--- src/rtl/pipeline_ctrl.sv ---
// pipeline_ctrl: hazard and sequencing controller for the IF/ID/EX pipeline.
// A per-register scoreboard holds the instruction in ID until its operands,
// its destination and EX are all free. A taken branch flushes IF/ID for
// FLUSH_CYCLES cycles. A saturating counter records stall cycles.
//
//   state | meaning
//   ------+------------------------------------------------------------
//   RUN   | normal issue; stalls on hazards; a taken branch flushes once
//   FLUSH | extra post-branch bubbles; issue blocked, branch input ignored
module pipeline_ctrl #(
    parameter int REG_ADDR_W   = 4,
    parameter int NUM_REGS     = 16,
    parameter int FLUSH_CYCLES = 1
) (
    input  logic                  clk,
    input  logic                  rst_n,
    input  logic                  id_valid,
    input  logic [REG_ADDR_W-1:0] id_rs1,
    input  logic [REG_ADDR_W-1:0] id_rs2,
    input  logic                  id_rs1_used,
    input  logic                  id_rs2_used,
    input  logic                  id_reg_w_en,
    input  logic [REG_ADDR_W-1:0] id_rd,
    input  logic                  id_branch_tk,
    input  logic                  ex_busy,
    input  logic                  wb_valid,
    input  logic [REG_ADDR_W-1:0] wb_rd,
    output logic                  pc_stall,
    output logic                  if_id_stall,
    output logic                  if_id_flush,
    output logic                  id_ex_valid,
    output logic [NUM_REGS-1:0]   busy_regs,
    output logic [15:0]           stall_cnt
);

    typedef enum logic {
        RUN   = 1'b0,
        FLUSH = 1'b1
    } state_t;

    // The branch cycle itself is the first bubble, so the counter only
    // covers the remaining FLUSH_CYCLES-1 cycles.
    localparam logic [2:0] FLUSH_LOAD = 3'(FLUSH_CYCLES - 1);

    state_t              state;
    logic [2:0]          flush_cnt;
    logic [NUM_REGS-1:0] busy;
    logic [NUM_REGS-1:0] busy_next;
    logic                hazard;
    logic                branch_go;

    assign busy_regs = busy;

    // Hazard detection uses only the registered scoreboard; a retiring write
    // is seen one cycle later, which keeps wb_* off every output path.
    always_comb begin
        hazard = id_valid & ((id_rs1_used & busy[id_rs1]) |
                             (id_rs2_used & busy[id_rs2]) |
                             (id_reg_w_en & busy[id_rd])  |
                             ex_busy);
    end

    // Pipeline control outputs from current state and ID-stage inputs.
    always_comb begin
        id_ex_valid = 1'b0;
        pc_stall    = 1'b0;
        if_id_stall = 1'b0;
        if_id_flush = 1'b0;
        branch_go   = 1'b0;
        if (state == FLUSH) begin
            if_id_flush = 1'b1;
        end else begin
            id_ex_valid = id_valid & ~hazard;
            pc_stall    = id_valid & hazard;
            if_id_stall = id_valid & hazard;
            branch_go   = id_valid & ~hazard & id_branch_tk;
            if_id_flush = branch_go;
        end
    end

    // Next scoreboard: clear first so that a same-cycle set of the same index wins.
    always_comb begin
        busy_next = busy;
        if (wb_valid) begin
            busy_next[wb_rd] = 1'b0;
        end
        if (id_ex_valid && id_reg_w_en) begin
            busy_next[id_rd] = 1'b1;
        end
    end

    // Scoreboard register.
    always_ff @(posedge clk or negedge rst_n) begin
        if (!rst_n) begin
            busy <= '0;
        end else begin
            busy <= busy_next;
        end
    end

    // RUN/FLUSH sequencing with the post-branch down-counter.
    always_ff @(posedge clk or negedge rst_n) begin
        if (!rst_n) begin
            state     <= RUN;
            flush_cnt <= 3'd0;
        end else begin
            case (state)
                RUN: begin
                    if (branch_go && (FLUSH_CYCLES > 1)) begin
                        state     <= FLUSH;
                        flush_cnt <= FLUSH_LOAD;
                    end
                end
                FLUSH: begin
                    if (flush_cnt != 3'd0) begin
                        flush_cnt <= flush_cnt - 3'd1;
                    end
                    if (flush_cnt <= 3'd1) begin
                        state <= RUN;
                    end
                end
                default: begin
                    state     <= RUN;
                    flush_cnt <= 3'd0;
                end
            endcase
        end
    end

    // Saturating stall-cycle counter for performance debug.
    always_ff @(posedge clk or negedge rst_n) begin
        if (!rst_n) begin
            stall_cnt <= 16'd0;
        end else if (pc_stall && (stall_cnt != 16'hFFFF)) begin
            stall_cnt <= stall_cnt + 16'd1;
        end
    end

endmodule

--- config.mk ---
export PLATFORM = sky130hd
export DESIGN_NAME = pipeline_ctrl
export DESIGN_NICKNAME = d
export VERILOG_FILES = /design/src/rtl/pipeline_ctrl.sv
export SDC_FILE = /design/constraint.sdc
export NUM_CORES = 1
export LEC_CHECK = 0
export ABC_AREA = 1
export BUFFER_PORTS_ARGS = -buffer_cell sky130_fd_sc_hd__buf_4
export CORE_MARGIN = 10
export CORE_UTILIZATION = 55
export DETAILED_ROUTE_END_ITERATION = 16
export GPL_TIMING_DRIVEN = 0
export PLACE_DENSITY = 0.81
export SYNTH_ARGS = -nofsm -noshare
export SYNTH_HDL_FRONTEND = slang
export SYNTH_SLANG_ARGS = --single-unit
--- constraint.sdc ---
create_clock -name clk -period 2.41 [get_ports clk]
set_input_delay 0.3615 -clock clk [delete_from_list [all_inputs] [get_ports clk]]
set_output_delay 0.3615 -clock clk [all_outputs]
set_load 0.01 [all_outputs]
==> qor.yml, run 1 <==
finish:
  final_cell_mix: "nand2_1 (134), buf_4 (73), inv_1 (45), nor2_1 (37), nand4_1 (33)"
  drive_above_1_share_pct: 23.49
  final_cells: 548
  fin_area_mm2: 0.003460
  num-fill-cells: 407
  antenna_cells: 0
  post-route-util_pct: 72.76
  final_common_cell: "nand2_1"
  area_delta_synth_final_pct: 26.78
  final_net_count: 509
floorplanning:
  io_pins: 61
  coreArea_mm2: 0.004755
  initial_utilization_pct: 57.39
  die_w_um: 90.44
  fp-row-count: 25
  die_area_mm2: 0.008179
  dieHeight_um: 90.44
clock_network:
  cts_root_buf: "clkbuf_8"
  cts_sinks: 36
  numCtsBuffers: 5
  tritoncts: "done"
  clkTransAtPathRegs_ns: 0.08
  clk_latency_ns: 0.29
  htree_levels: 2
  holdBufCountCts: 0
  cts_max_path_buffers: 2
critical_path:
  cp-start-kind: "register"
  endpoint_kind: "output port"
  cp.arrival_ns: 2.04
  cp_max_fo: 6
  required_ns: 2.05
  crit_type: "reg2out"
detailed_routing:
  vias: 2998
  wire_per_inst_um: 15.63
  drt_iter0_drc: 226
  drc: 0
  drtAntennaViolNets: 0
  drt-pass1-iter-count: 4
  viasPerCell: 5.471
  finalWirelength_mm: 8.564
sta:
  finalHoldViolations: 0
  worst-slew-pin-transition_ns: 0.5497
  finalMaxSlewViolations: 0
  clock_skew_ns: 0.004184
  finalSetupViolations: 0
  max_freq_mhz: 416.1
  rsz0062_at_grt: "true"
  setup_ws_ns: 0.006477
  period_needed_ns: 2.404
  layout_worst_path_cycle_share_pct: 99.73
  maxSlewHeadroom_pct: 63.22
global_routing:
  grt-ovfl-total: 0
  antenna_found_initial: 0
  grt_max_degree: 37
  grt_pass1_wl_mm: 13.55
  grt_pass1_vias: 2710
  track_usage_pct: 19.84
yosys:
  syn_area_per_cell_um2: 6.771
  syn_inst: 403
  ys_types: 30
  syn_nets: 432
  ys_ff_latch: 36
  synthXorXnorAreaFrac_pct: 4.814
  synth-simple-area-share_pct: 40.85
  synth_compound_area_share_pct: 7.199
  synthesis.area_mm2: 0.002729
  synthMuxAreaShare_pct: 0
  yosysSeqAreaShare_pct: 33.01
  synth_top_family_by_area: "simple AND/OR/NAND/NOR gates"
  synthAdderAreaFrac_pct: 1.834
  synth_warnings: 0
place:
  dp.cells: 528
  port_buffers: 58
  dpl.hpwl_mm: 6.399
  pre_cts_ws_ns: -0.003745
  globalplace.congestion: 0.9707
  place_area_mm2: 0.003248
power_and_ir_drop:
  max-vdd-ir-drop_mv: 0.4728
  p_per_area_mw_per_mm2: 541.2
  p_leak_nw: 1.871
outcome:
  outcome: "finished, final reports clean"
flow_run:
  maxCapViolCount: 0
worst_hold_path:
  hp-class: "in2async"
final timing paths:
check                         startpoint       endpoint  slack [ns]  cells after the start
setup reg to reg            stall_cnt[0]   stall_cnt[4]        0.33                     10
min in group clk                wb_rd[0]  busy_regs[12]        0.33                      3
hold / removal                     rst_n  busy_regs[13]       0.009                      1
setup / recovery           busy_regs[14]    id_ex_valid       0.006                     14
max in group asynchronous          rst_n  busy_regs[12]        2.05                      1
hold reg to reg             flush_cnt[1]   flush_cnt[1]        0.50                      2
per-stage QoR:
stage	hold WS [ns]	setup TNS (ns)	total power, W
after floorplan	0.06591	0	0.001093
after global placement	0.3434	0	0.001353
after detailed placement	0.3446	-0.003745	0.001373
after CTS	0.02619	0	0.001835
after global routing	0.04212	-0.1078	0.001978
final	0.009005	0	0.001872
registers in the layout, indices dropped and copies added, names as in the netlist:
register and cells:
state 1, stall_cnt 16, busy_regs 16, flush_cnt 3
per-layer routing:
| layer | share of wire [%] | GRT usage, % | vias up |
|---|---|---|---|
| li1 | - | - | 1460 |
| met1 | 46 | 26.95 | 1395 |
| met2 | 45 | 30.08 | 130 |
| met3 | 6.9 | 4.738 | 13 |
| met4 | 1.8 | 6.366 | 0 |
| met5 | 0 | 0 | - |
timing repair:
item,CTS,global route
gates resized for setup,3,11
buffers inserted,2,10
pin swaps,2,6
setup endpoints to repair,2,4
worst max-delay path, cell delays in order, from the launching register on:
cell and delay [ns]:
dfrtp_2 0.46, nand2_1 0.08, nand2_1 0.05, nand2_1 0.05, nand2_1 0.06, nand2_1 0.09, nand2_2 0.07, nor2_1 0.10
nor2_1 0.05, nor2_1 0.13, nand3_2 0.11, buf_6 0.15, buf_8 0.12, nor3_2 0.09, buf_4 0.14
cell type report:
class	count	area (µm²)	area share (%)
inverters	48	180.2	5.208
well taps	67	83.83	2.423
flip-flops and latches	36	907.1	26.22
multi-input cells	304	1514	43.76
repair buffers	70	525.5	15.19
clock buffers	8	90.09	2.604
plain buffers	15	158.9	4.593
kinds of logic after synthesis:
| logic type | count (synthesis) |
|---|---|
| AND/OR/NAND/NOR | 251 |
| adder cells (fa/ha/maj) | 4 |
| XOR/XNOR | 15 |
| flip-flops | 36 |
| AO/OA/AOI/OAI | 34 |
| buffers and inverters | 63 |
cell usage after synthesis (all sizes together):
cell type,instances,area (µm²)
nor3,4,25.02
o21ai,20,100.1
inv,48,180.2
nor2,40,162.6
nand3,33,180.2
nor4,2,12.51
o211ai,4,35.03
buf,11,110.1
xor2,11,96.34
a31oi,1,6.260
nand2,138,520.5
a21oi,5,25.02
xnor2,4,35.03
o31ai,4,30.03
dfrtp,36,900.9
nand3b,1,7.510
ha,4,50.05
nand4,33,206.5
clkbuf,4,45.04
power breakdown:
group	switching [W]	internal [W]	leakage, nW
combinational	0.000324	0.000286	1.34
sequential	0.000121	0.000679	0.482
clock	0.000229	0.000234	0.0455
total	0.000674	0.00120	1.87
No activity file was read; power rests on OpenSTA's default activity.
==> run 2: changes to the inputs <==
--- a/config.mk
+++ b/config.mk
@@ -8,10 +8,9 @@
 export ABC_AREA = 1
 export BUFFER_PORTS_ARGS = -buffer_cell sky130_fd_sc_hd__buf_4
 export CORE_MARGIN = 10
-export CORE_UTILIZATION = 55
+export CORE_UTILIZATION = 40
 export DETAILED_ROUTE_END_ITERATION = 16
 export GPL_TIMING_DRIVEN = 0
-export PLACE_DENSITY = 0.81
 export SYNTH_ARGS = -nofsm -noshare
 export SYNTH_HDL_FRONTEND = slang
 export SYNTH_SLANG_ARGS = --single-unit
==> run 2 against run 1 <==
- critical path depth unchanged
- clock-buffer cell count decreased by 3
- register-to-register slack improved by 0.03 ns
- die area increased by 29%
- clock skew increased by 0.0012 ns
- via count decreased by 2.3%
- largest power group unchanged
- combinational power increased by 1%
- global-route usage decreased by 2.9 points
- final area increased by 1.0%
- wire length increased by 0.23%
==> qor.yml, run 2 (synthesis results as in run 1) <==
clock_network:
  cts_root_buf: "clkbuf_8"
  htree_levels: 2
  tritoncts: "done"
  cts_sinks: 36
  numCtsBuffers: 5
  clk_latency_ns: 0.29
  cts_max_path_buffers: 2
  clkTransAtPathRegs_ns: 0.07
flow_run:
  maxCapViolCount: 0
floorplanning:
  dieHeight_um: 102.6
  initial_utilization_pct: 40.61
  io_pins: 61
  coreArea_mm2: 0.006719
  fp-row-count: 30
  die_area_mm2: 0.01053
  die_w_um: 102.6
detailed_routing:
  wire_per_inst_um: 15.25
  drc: 0
  viasPerCell: 5.202
  drt-pass1-iter-count: 4
  finalWirelength_mm: 8.584
  drtAntennaViolNets: 0
  vias: 2929
  drt_iter0_drc: 155
finish:
  final_common_cell: "nand2_1"
  num-fill-cells: 687
  area_delta_synth_final_pct: 28.06
  post-route-util_pct: 52.01
  antenna_cells: 0
  drive_above_1_share_pct: 23.60
  multi_input_area_mm2: 0.001518
  register_area_um2: 904.6
  final_net_count: 512
  final_cell_mix: "nand2_1 (136), buf_4 (75), inv_1 (43), nor2_1 (37)"
sta:
  finalSetupViolations: 0
  worst-slew-pin-transition_ns: 0.6317
  rsz0062_at_grt: "true"
  setup_ws_ns: 0.09728
  layout_worst_path_cycle_share_pct: 95.96
  finalMaxSlewViolations: 0
  period_needed_ns: 2.313
  max_freq_mhz: 432.4
  maxSlewHeadroom_pct: 57.73
  finalHoldViolations: 0
  whs_ns: 0.01526
  clock_skew_ns: 0.005346
critical_path:
  crit_path_cell_trace: "nand2_1 -> nand2_1 -> nand2_1 -> nand2_1 -> nand2_1 -> nand2_1 -> nor2_1 -> nor2_1 -> nor2_1 -> nand3_2 -> buf_6 -> buf_8 -> nor3_4 -> buf_6"
  crit_family: "simple AND/OR/NAND/NOR gates"
  reg2reg_slack_ns: 0.36
  slowest_stage: "dfrtp_1"
  required_ns: 2.05
  cp_max_fo: 5
  crit_type: "reg2out"
  cp.arrival_ns: 1.95
  cp_num_buf_inv: 3
  endpoint_kind: "output port"
  critPathMostFrequentCell: "nand2_1"
  cp-start-kind: "register"
  critPathMaxStageDelay_ns: 0.45
global_routing:
  track_usage_pct: 16.92
  grt-ovfl-total: 0
  antenna_found_initial: 0
  grt_max_degree: 37
  grt_pass1_vias: 2930
  grt_pass1_wl_mm: 14.35
power_and_ir_drop:
  max-vdd-ir-drop_mv: 0.4493
  power_w: 0.001826
  p_per_area_mw_per_mm2: 522.7
  p_leak_nw: 1.886
worst_hold_path:
  hp-class: "in2async"
place:
  dpl.hpwl_mm: 6.665
  globalplace.congestion: 0.8963
  port_buffers: 58
  pre_cts_ws_ns: 0.05661
outcome:
  outcome: "finished, final reports clean"
run 2: cell types whose count changed in the layout (fill, tap and decap cells not counted), sizes merged:
cell	previous run	this run
clkinvlp	0	1
clkinv	0	1
clkbuf	12	9
buf	81	84
run 2: layer usage:
metal  share of wire (%)  global-route usage [%]  vias to the layer above
li1                    -                       -                     1469
met1                  46                   22.40                     1367
met2                  47                   27.28                       82
met3                 6.1                   3.418                       11
met4                 1.2                   4.555                        0
met5                   0                       0                        -
run 2: stage by stage:
stage	setup TNS [ns]	instance area [µm²]	cells
finish	0	3495	563
global route	-0.05671	3495	563
CTS	0	3405	555
detailed placement	0	3264	541
global placement	0	3264	541
floorplan	0	2729	403
run 2: repair_timing:
action / in CTS / in global routing
buffers inserted: 7 / 8
endpoints found under the setup margin: 2 / 3
pin swaps: 1 / 1
gates resized for setup: 2 / 12
hold buffers: 0 / 0
run 2: area by class of cell:
class | instances | share of cell area (%)
multi-input combinational | 304 | 43.43
sequential | 36 | 25.89
timing repair buffer | 73 | 15.79
inverter | 48 | 5.156
buffer | 15 | 4.547
tap | 80 | 2.864
clock buffer | 5 | 1.969
clock inverter | 2 | 0.3580
run 2: worst paths after layout:
kind | from | endpoint | cells after the start
max in group asynchronous | rst_n | busy_regs[10] | 1
max reg2reg | stall_cnt[0] | stall_cnt[0] | 10
min in group clk | wb_rd[0] | busy_regs[14] | 3
max | busy_regs[6] | id_ex_valid | 14
min | rst_n | stall_cnt[10] | 1
min reg2reg | flush_cnt[2] | flush_cnt[2] | 1
run 2: worst reg2reg max path, delay by kind of cell (launching register included):
family	cells	cell delay [ns]
simple gates	8	1.11
fa+ha+maj	1	0.23
flops	1	0.48
buf+inv	1	0.17
run 2: power breakdown:
group,total (W),switching [W],internal [W]
Clock,0.000413,0.000217,0.000196
Combinational,0.000619,0.000323,0.000296
Sequential,0.000794,0.000116,0.000679
Total,0.00183,0.000657,0.00117
==> run 3: changes to the inputs <==
--- a/config.mk
+++ b/config.mk
@@ -7,10 +7,14 @@
 export LEC_CHECK = 0
 export ABC_AREA = 1
 export BUFFER_PORTS_ARGS = -buffer_cell sky130_fd_sc_hd__buf_4
+export CELL_PAD_IN_SITES_DETAIL_PLACEMENT = 1
+export CELL_PAD_IN_SITES_GLOBAL_PLACEMENT = 1
 export CORE_MARGIN = 10
-export CORE_UTILIZATION = 40
+export CORE_UTILIZATION = 39
+export CTS_BUF_LIST = sky130_fd_sc_hd__clkbuf_8
 export DETAILED_ROUTE_END_ITERATION = 16
 export GPL_TIMING_DRIVEN = 0
+export PLACE_DENSITY_LB_ADDON = 0.1
 export SYNTH_ARGS = -nofsm -noshare
 export SYNTH_HDL_FRONTEND = slang
 export SYNTH_SLANG_ARGS = --single-unit
==> run 3 against run 2 <==
- register-to-register slack worse by 0.07 ns
- final cell count rose by 3.0%
- via count up 1.5%
- clock skew about the same
- sequential power barely moved
- largest cell class unchanged
- first-iteration DRC count is 37% lower
- fmax fell by 0.55%
==> qor.yml, run 3 (synthesis results as in run 1) <==
outcome:
  outcome: "finished, final reports clean"
clock_network:
  tritoncts: "done"
  holdBufCountCts: 0
  htree_levels: 2
  cts_max_path_buffers: 2
  numCtsBuffers: 5
  clk_latency_ns: 0.29
  cts_sinks: 36
  clkTransAtPathRegs_ns: 0.08
  cts_root_buf: "clkbuf_8"
power_and_ir_drop:
  p_leak_nw: 1.917
  max-vdd-ir-drop_mv: 0.3879
  p_per_area_mw_per_mm2: 605.6
detailed_routing:
  wire_per_inst_um: 16.78
  drt-pass1-iter-count: 4
  drt_iter0_drc: 98
  vias: 2974
  drtAntennaViolNets: 0
  viasPerCell: 5.128
  finalWirelength_mm: 9.730
  drc: 0
finish:
  final_cells: 580
  area_delta_synth_final_pct: 32.69
  drive_above_1_share_pct: 27.07
  final_common_cell: "nand2_1"
  final_cell_mix: "nand2_1 (127), buf_4 (76), inv_1 (44), nor2_1 (36), nand4_1 (33)"
  final_net_count: 512
  antenna_cells: 0
  fin_area_mm2: 0.003621
place:
  globalplace.congestion: 0.8717
  dpl.hpwl_mm: 7.397
  place_area_mm2: 0.003284
  port_buffers: 58
  dp.cells: 557
  pre_cts_ws_ns: -0.002212
critical_path:
  r2r_end: "stall_cnt[8]"
  r2r-start: "busy_regs[4]"
  required_ns: 2.05
  cp.arrival_ns: 1.96
  endpoint_kind: "output port"
  reg2reg_depth: 16
  cp_max_fo: 4
  crit_type: "reg2out"
  cp-start-kind: "register"
  reg2reg_slack_ns: 0.29
floorplanning:
  die_w_um: 103.7
  dieHeight_um: 103.7
  io_pins: 61
  fp-row-count: 30
  initial_utilization_pct: 40.17
  coreArea_mm2: 0.006794
  die_area_mm2: 0.01074
sta:
  whs_ns: 0.02903
  max_freq_mhz: 430.0
  finalHoldViolations: 0
  finalSetupViolations: 0
  setup_ws_ns: 0.08448
  layout_worst_path_cycle_share_pct: 96.49
  finalMaxSlewViolations: 0
  period_needed_ns: 2.326
  rsz0062_at_grt: "true"
  maxSlewHeadroom_pct: 60.72
  tns_ns: 0
  worst-slew-pin-transition_ns: 0.5870
  clock_skew_ns: 0.005309
global_routing:
  track_usage_pct: 17.65
  grt_max_degree: 37
  grt_pass1_wl_mm: 16.03
  grt-ovfl-total: 0
  grt_pass1_vias: 3171
  antenna_found_initial: 0
flow_run:
  maxCapViolCount: 0
worst_hold_path:
  hp-class: "in2async"
[run 3: cell types whose count changed in the layout (fill, tap and decap cells not counted), moves of 2 or more]
cell and change:
dfrtp_1 -5, bufinv_16 +3, o21ai_2 +2, nand2_1 -9, nand2_2 +9, dfrtp_2 +5
[run 3: how the worst max path moves through the flow]
stage | start | end | cells past startpoint
after floorplan | id_rs1[0] | pc_stall | 13
after global placement | id_rs2[0] | pc_stall | 15
after detailed placement | id_rs2[0] | pc_stall | 14
after CTS | busy_regs[0] | pc_stall | 13
after global routing | busy_regs[10] | id_ex_valid | 13
final | busy_regs[1] | pc_stall | 13
[run 3: per-stage QoR]
stage          util [%]  total power (W)
2_1_floorplan         -         0.001093
3_3_place_gp      48.34         0.001366
3_5_place_dp      48.34         0.001387
4_1_cts           51.77         0.002174
5_1_grt           53.30         0.002329
6_report          53.30         0.002193
[run 3: repair_timing]
action                                  CTS  global route
endpoints found under the setup margin    4             4
resized for setup                         9            21
buffers inserted                          8             8
pin swaps                                 9            12
[run 3: final cells by class]
cell class,instances,area (µm²)
Buffer,14,147.6
Clock buffer,5,68.82
Clock inverter,3,90.09
Fill cell,923,3173
Inverter,48,180.2
Multi-Input combinational cell,304,1544
Sequential cell,36,910.9
Tap cell,96,120.1
Timing Repair Buffer,74,559.3
[run 3: worst max-delay path, cell delays in order (launching register included)]
cell and delay, ns:
dfrtp_1 0.42, inv_1 0.11, a21oi_1 0.13, o21ai_0 0.09, nand3_1 0.08, nand3b_1 0.09
nand2_2 0.09, nand2_2 0.07, inv_2 0.07, nor2_4 0.04, buf_6 0.11, nor3_2 0.13
buf_4 0.13, buf_4 0.10
[run 3: per-layer routing]
metal / GRT usage [%] / routed length, µm
met5: 0 / 0
met4: 5.467 / 161
met3: 3.408 / 352
met2: 33.15 / 5269
met1: 19.31 / 3946
[run 3: report_power, final]
group          internal, W  switching, W  leakage (nW)
sequential        0.000680      0.000115         0.477
clock             0.000518      0.000237        0.0784
combinational     0.000298      0.000345          1.36
